### src/rtl/ultra_ranger.sv
// ultra_ranger: round-robin ultrasonic ranging controller for NCH sensors.
// Latency: trigger is registered; each result strobes 3 cycles after the raw echo falls
//   (2-flop synchronizer plus edge detect) or on the cycle the timeout limit is hit.
// Backpressure: none. meas_valid is a one-cycle strobe and the result fields hold until the next one.
// Ports:
//   clk, rst_n      single clock, asynchronous active-low reset
//   enable          run ranging cycles while high; low finishes the cycle in progress, then idles
//   echo[NCH]       raw asynchronous echo inputs, bit i from sensor i
//   trigger[NCH]    registered one-hot trigger pulses, bit i to sensor i
//   meas_valid      one-cycle strobe: meas_ch / meas_cnt / meas_timeout were updated
//   meas_ch         channel of the result
//   meas_cnt        echo high time in clk cycles (all ones on timeout)
//   meas_timeout    result is a timeout
//   busy            controller is anywhere other than IDLE
module ultra_ranger #(
  parameter int NCH         = 4,
  parameter int W           = 16,
  parameter int TRIG_CYC    = 11,
  parameter int TIMEOUT_CYC = 60000,
  parameter int HOLDOFF_CYC = 1000,
  localparam int CHW        = (NCH > 1) ? $clog2(NCH) : 1
) (
  input  logic           clk,
  input  logic           rst_n,
  input  logic           enable,
  input  logic [NCH-1:0] echo,
  output logic [NCH-1:0] trigger,
  output logic           meas_valid,
  output logic [CHW-1:0] meas_ch,
  output logic [W-1:0]   meas_cnt,
  output logic           meas_timeout,
  output logic           busy
);

  typedef enum logic [2:0] {
    IDLE      = 3'd0,
    TRIG      = 3'd1,
    WAIT_RISE = 3'd2,
    MEASURE   = 3'd3,
    HOLDOFF   = 3'd4
  } state_t;

  // One shared W-bit counter times every phase; TRIG_CYC and HOLDOFF_CYC
  // are expected to fit in W bits just like TIMEOUT_CYC.
  localparam logic [W-1:0]   TRIG_LAST = W'(TRIG_CYC - 1);
  localparam logic [W-1:0]   HOLD_LAST = W'(HOLDOFF_CYC - 1);
  localparam logic [W-1:0]   TO_LIMIT  = W'(TIMEOUT_CYC);
  localparam logic [CHW-1:0] CH_LAST   = CHW'(NCH - 1);
  localparam logic [NCH-1:0] ONE_HOT0  = NCH'(1);

  state_t         state_q, state_d;
  logic [W-1:0]   cnt_q, cnt_d;
  logic [CHW-1:0] ch_q, ch_d;
  logic [NCH-1:0] sync1_q, sync2_q;
  logic           echo_dly_q;
  logic [NCH-1:0] trig_q, trig_d;
  logic           mv_q, mv_d;
  logic [CHW-1:0] mch_q, mch_d;
  logic [W-1:0]   mcnt_q, mcnt_d;
  logic           mto_q, mto_d;

  logic           echo_s;
  logic           rise;
  logic           fall;
  logic [W-1:0]   cnt_inc;
  logic [CHW-1:0] ch_next;
  logic           res_hit;
  logic           res_to;

  // Only the serviced channel is edge-detected. echo_dly_q may briefly hold
  // the previous channel's level after a channel switch, but that happens
  // during TRIG where edges are ignored anyway.
  assign echo_s  = sync2_q[ch_q];
  assign rise    = echo_s & ~echo_dly_q;
  assign fall    = ~echo_s & echo_dly_q;

  // Timeout limit is below 2^W-1, so the increment never wraps.
  assign cnt_inc = cnt_q + W'(1);
  assign ch_next = (ch_q == CH_LAST) ? '0 : ch_q + CHW'(1);

  always_comb begin
    state_d = state_q;
    cnt_d   = cnt_q;
    ch_d    = ch_q;
    res_hit = 1'b0;
    res_to  = 1'b0;
    mv_d    = 1'b0;
    mch_d   = mch_q;
    mcnt_d  = mcnt_q;
    mto_d   = mto_q;

    case (state_q)
      IDLE: begin
        if (enable) begin
          state_d = TRIG;
          cnt_d   = '0;
        end
      end

      TRIG: begin
        if (cnt_q == TRIG_LAST) begin
          state_d = WAIT_RISE;
          cnt_d   = '0;
        end else begin
          cnt_d = cnt_inc;
        end
      end

      WAIT_RISE: begin
        if (rise) begin
          // The rise cycle itself is the first high cycle of the echo.
          state_d = MEASURE;
          cnt_d   = W'(1);
        end else if (cnt_inc >= TO_LIMIT) begin
          res_hit = 1'b1;
          res_to  = 1'b1;
          state_d = HOLDOFF;
          cnt_d   = '0;
        end else begin
          cnt_d = cnt_inc;
        end
      end

      MEASURE: begin
        // In MEASURE the delayed echo is always high, so "not fall" means
        // the echo is still high this cycle.
        if (fall) begin
          res_hit = 1'b1;
          state_d = HOLDOFF;
          cnt_d   = '0;
        end else if (cnt_inc >= TO_LIMIT) begin
          res_hit = 1'b1;
          res_to  = 1'b1;
          state_d = HOLDOFF;
          cnt_d   = '0;
        end else begin
          cnt_d = cnt_inc;
        end
      end

      HOLDOFF: begin
        // Echo activity is ignored here: one result per trigger.
        if (cnt_q == HOLD_LAST) begin
          ch_d    = ch_next;
          cnt_d   = '0;
          state_d = enable ? TRIG : IDLE;
        end else begin
          cnt_d = cnt_inc;
        end
      end

      default: begin
        state_d = IDLE;
        cnt_d   = '0;
      end
    endcase

    if (res_hit) begin
      mv_d   = 1'b1;
      mch_d  = ch_q;
      mcnt_d = res_to ? '1 : cnt_q;
      mto_d  = res_to;
    end

    // Trigger register tracks the TRIG state exactly, one bit per channel.
    trig_d = (state_d == TRIG) ? (ONE_HOT0 << ch_d) : '0;
  end

  always_ff @(posedge clk or negedge rst_n) begin
    if (!rst_n) begin
      state_q    <= IDLE;
      cnt_q      <= '0;
      ch_q       <= '0;
      sync1_q    <= '0;
      sync2_q    <= '0;
      echo_dly_q <= 1'b0;
      trig_q     <= '0;
      mv_q       <= 1'b0;
      mch_q      <= '0;
      mcnt_q     <= '0;
      mto_q      <= 1'b0;
    end else begin
      state_q    <= state_d;
      cnt_q      <= cnt_d;
      ch_q       <= ch_d;
      sync1_q    <= echo;
      sync2_q    <= sync1_q;
      echo_dly_q <= echo_s;
      trig_q     <= trig_d;
      mv_q       <= mv_d;
      mch_q      <= mch_d;
      mcnt_q     <= mcnt_d;
      mto_q      <= mto_d;
    end
  end

  assign trigger      = trig_q;
  assign meas_valid   = mv_q;
  assign meas_ch      = mch_q;
  assign meas_cnt     = mcnt_q;
  assign meas_timeout = mto_q;
  assign busy         = (state_q != IDLE);

endmodule

### config.mk
export PLATFORM = sky130hd
export DESIGN_NAME = ultra_ranger
export DESIGN_NICKNAME = d
export VERILOG_FILES = /design/src/rtl/ultra_ranger.sv
export SDC_FILE = /design/constraint.sdc
export NUM_CORES = 1
export LEC_CHECK = 0
export CELL_PAD_IN_SITES_DETAIL_PLACEMENT = 0
export CELL_PAD_IN_SITES_GLOBAL_PLACEMENT = 1
export CORE_UTILIZATION = 44
export DETAILED_ROUTE_END_ITERATION = 8
export HOLD_SLACK_MARGIN = 0.15
export PLACE_DENSITY = 0.76
export SLEW_MARGIN = 30
export SYNTH_ARGS = -nofsm -noshare
export SYNTH_HDL_FRONTEND = slang
export SYNTH_SLANG_ARGS = --single-unit
export TNS_END_PERCENT = 30
### constraint.sdc
create_clock -name clk -period 3.6 [get_ports clk]
set_clock_uncertainty 0.2 [all_clocks]
set_input_delay 0.72 -clock clk [delete_from_list [all_inputs] [get_ports clk]]
set_output_delay 0.72 -clock clk [all_outputs]
set_load 0.005 [all_outputs]
==> impl_metrics.json <==
{
  "synth_area_sq_um": 2804,
  "gr-usage-all-layers": 0.2166,
  "wl_mm": 6.467,
  "required_ns": 3.60,
  "postCtsHoldBufs": 0,
  "post-route-period-util": 0.8419,
  "synth.yosys.warnings": 0,
  "drtAntennaViolNets": 0,
  "grt_pass1_vias": 2062,
  "port_buffers": 31,
  "power-per-cell-area_nw_per_um2": 575.9,
  "finalSetupViolCount": 0,
  "final_cell_mix": "54 x dfrtp_1, 30 x clkdlybuf4s50_1, 28 x nand2_1, 16 x nand3_1, 15 x o22a_1",
  "fin_setup_tns_ns": 0,
  "die_y_um": 81.83,
  "worst_slew_pin_slew_ns": 0.8415,
  "syn_inst": 267,
  "finalNetCount": 300,
  "clockRootBuffer": "clkbuf_8",
  "drive_gt1_frac": 0.1031,
  "muxShareOfSynthArea": 0.02722,
  "ys_seq_elements": 54,
  "core-area_sq_um": 6026,
  "clock_sink_count": 54,
  "p_leak_nw": 1.333,
  "run_status": "finished, final reports clean",
  "rows": 28,
  "drtIter0Drc": 251,
  "worstHoldPathType": "input port to async pin",
  "path_max_fanout": 19,
  "ir_worst_vdd_v": 0.0003719,
  "dr_total_vias": 2176,
  "async_flop_share": 1.000,
  "grt_pass1_wl_mm": 10.68,
  "antenna_found_initial": 0,
  "syn_avg_cell_area_sq_um": 10.50,
  "wl_per_cell_um": 17.67,
  "ioPinCount": 32,
  "grt_start_max_net_pins": 34,
  "synth-simple-area-share": 0.2079,
  "die_w_um": 81.83,
  "ys.flop_type": "dfrtp_1",
  "post_cts_buffers": 0,
  "ys_seq_area_frac": 0.4819,
  "clock_path_buffers": 2,
  "yosysTopAreaCellShare": 0.4819,
  "synth_top_family_by_area": "simple AND/OR/NAND/NOR gates",
  "synth.distinct_cells": 66,
  "n_antenna_cell": 0,
  "rsz0062_at_grt": "no",
  "synth_compound_area_frac": 0.2066,
  "first_pass_iters": 5,
  "cts_resized": 0,
  "yosysTopAreaCell": "dfrtp_1",
  "relSlewSlack": 0.4369,
  "hpwl_mm": 4.538,
  "cts_made_buffers": 5,
  "cp.arrival_ns": 3.03,
  "clk_pin_slew_ns": 0.10,
  "finalPower_mw": 1.851,
  "finalCriticalPeriod_ns": 3.031,
  "synthAdderAreaFrac": 0.01339,
  "synthXorXnorAreaFrac": 0.009371,
  "gp_congestion": 0.8389,
  "synthTopCellsByArea": "dfrtp_1 48%, o22a_1 4.7%, nand2_1 3.7%",
  "synth_edf_count": 0,
  "drc": 0,
  "htreeDepth": 2,
  "hold_viol": 0,
  "via_per_inst": 5.945,
  "cts_tree": "done",
  "start_util": 0.4653,
  "syn-num-nets": 277,
  "overflow": 0,
  "drv_cap": 0,
  "mostFrequentLayoutCell": "dfrtp_1",
  "cp-end-kind": "flop",
  "area_growth_pct": 14.64,
  "die-area_sq_um": 6696,
  "path_class": "flop to flop",
  "clock_latency_ns": 0.31,
  "start_kind": "flop",
  "max_freq_mhz": 329.9,
  "slew_viol_final": 0
}
worst max-delay path, cell delays in order, from the launching register on:
cell       delay (ns)
dfrtp_1          0.51
ha_1             0.33
and2_1           0.25
nand3_1          0.18
xnor2_1          0.20
a2111oi_4        0.44
o221ai_2         0.22
nand2_4          0.24
mux2_1           0.35
cell type report:
cell class	instances	area [sq um]
inverter	11	41.29
tap	75	93.84
fill	561	2811
multi-input combinational	184	1303
clock inverter	3	28.78
clock buffer	5	68.82
sequential	54	1351
timing repair buffer	34	327.8
final timing paths:
kind | start | end | slack (ns) | depth (start not counted)
setup / recovery | cnt_q[0]$_DFFE_PN0P_ | meas_cnt[15]$_DFFE_PN0P_ | 0.57 | 8
hold / removal | rst_n | cnt_q[8]$_DFFE_PN0P_ | 0.15 | 1
setup reg to reg | cnt_q[0]$_DFFE_PN0P_ | meas_cnt[15]$_DFFE_PN0P_ | 0.57 | 8
hold reg to reg | sync1_q[3]$_DFF_PN0_ | sync2_q[3]$_DFF_PN0_ | 0.16 | 0
max in group asynchronous | rst_n | meas_ch[0]$_DFFE_PN0P_ | 2.24 | 2
min in group clk | sync1_q[3]$_DFF_PN0_ | sync2_q[3]$_DFF_PN0_ | 0.16 | 0
power by group:
group          internal (mW)  switching [mW]
Combinational          0.340           0.306
Sequential             0.732           0.113
Clock                  0.145           0.216
synth_stat cells (5+ instances only):
| library cell | number |
|---|---|
| a21oi_1 | 5 |
| nand2_1 | 28 |
| nor2_1 | 13 |
| nand3_1 | 16 |
| inv_1 | 10 |
| buf_2 | 9 |
| o21ai_1 | 5 |
| nor3_1 | 7 |
| o21ai_0 | 7 |
| a31oi_1 | 14 |
| o22a_1 | 15 |
| dfrtp_1 | 54 |
metrics by stage:
step | util | hold WS (ns) | area (sq um) | worst slack, ns | std cells
after detailed placement | 0.5172 | 0.1355 | 3117 | 0.6046 | 358
after floorplan | - | 0.1312 | 2804 | 0.9913 | 267
after global routing | 0.5334 | 0.1693 | 3214 | 0.4021 | 366
after global placement | 0.5172 | 0.1316 | 3117 | 0.7092 | 358
final | 0.5334 | 0.1542 | 3214 | 0.5691 | 366
after CTS | 0.5334 | 0.1603 | 3214 | 0.5802 | 366
registers in the layout, summed over array words and instances, names as in the netlist:
register      flops
ch_q              2
meas_timeout      1
meas_cnt         16
meas_ch           2
trigger           4
sync1_q           4
state_q           3
sync2_q           4
meas_valid        1
echo_dly_q        1
cnt_q            16
metal layers:
| metal | share of wire | global-route usage |
|---|---|---|
| met1 | 0.49 | 0.3188 |
| met2 | 0.44 | 0.3124 |
| met3 | 0.056 | 0.03889 |
| met4 | 0.017 | 0.08947 |
| met5 | 0 | 0 |
cell families (layout without fill, tap and decap cells):
| logic type | count (synthesis) | in the layout |
|---|---|---|
| AND/OR/NAND/NOR | 100 | 100 |
| XOR/XNOR | 3 | 3 |
| adder cells (fa/ha/maj) | 3 | 3 |
| multiplexers | 6 | 6 |
| AO/OA/AOI/OAI | 72 | 72 |
| buffers and inverters | 29 | 53 |
| flip-flops | 54 | 54 |
(Power assumes the default switching activity.)
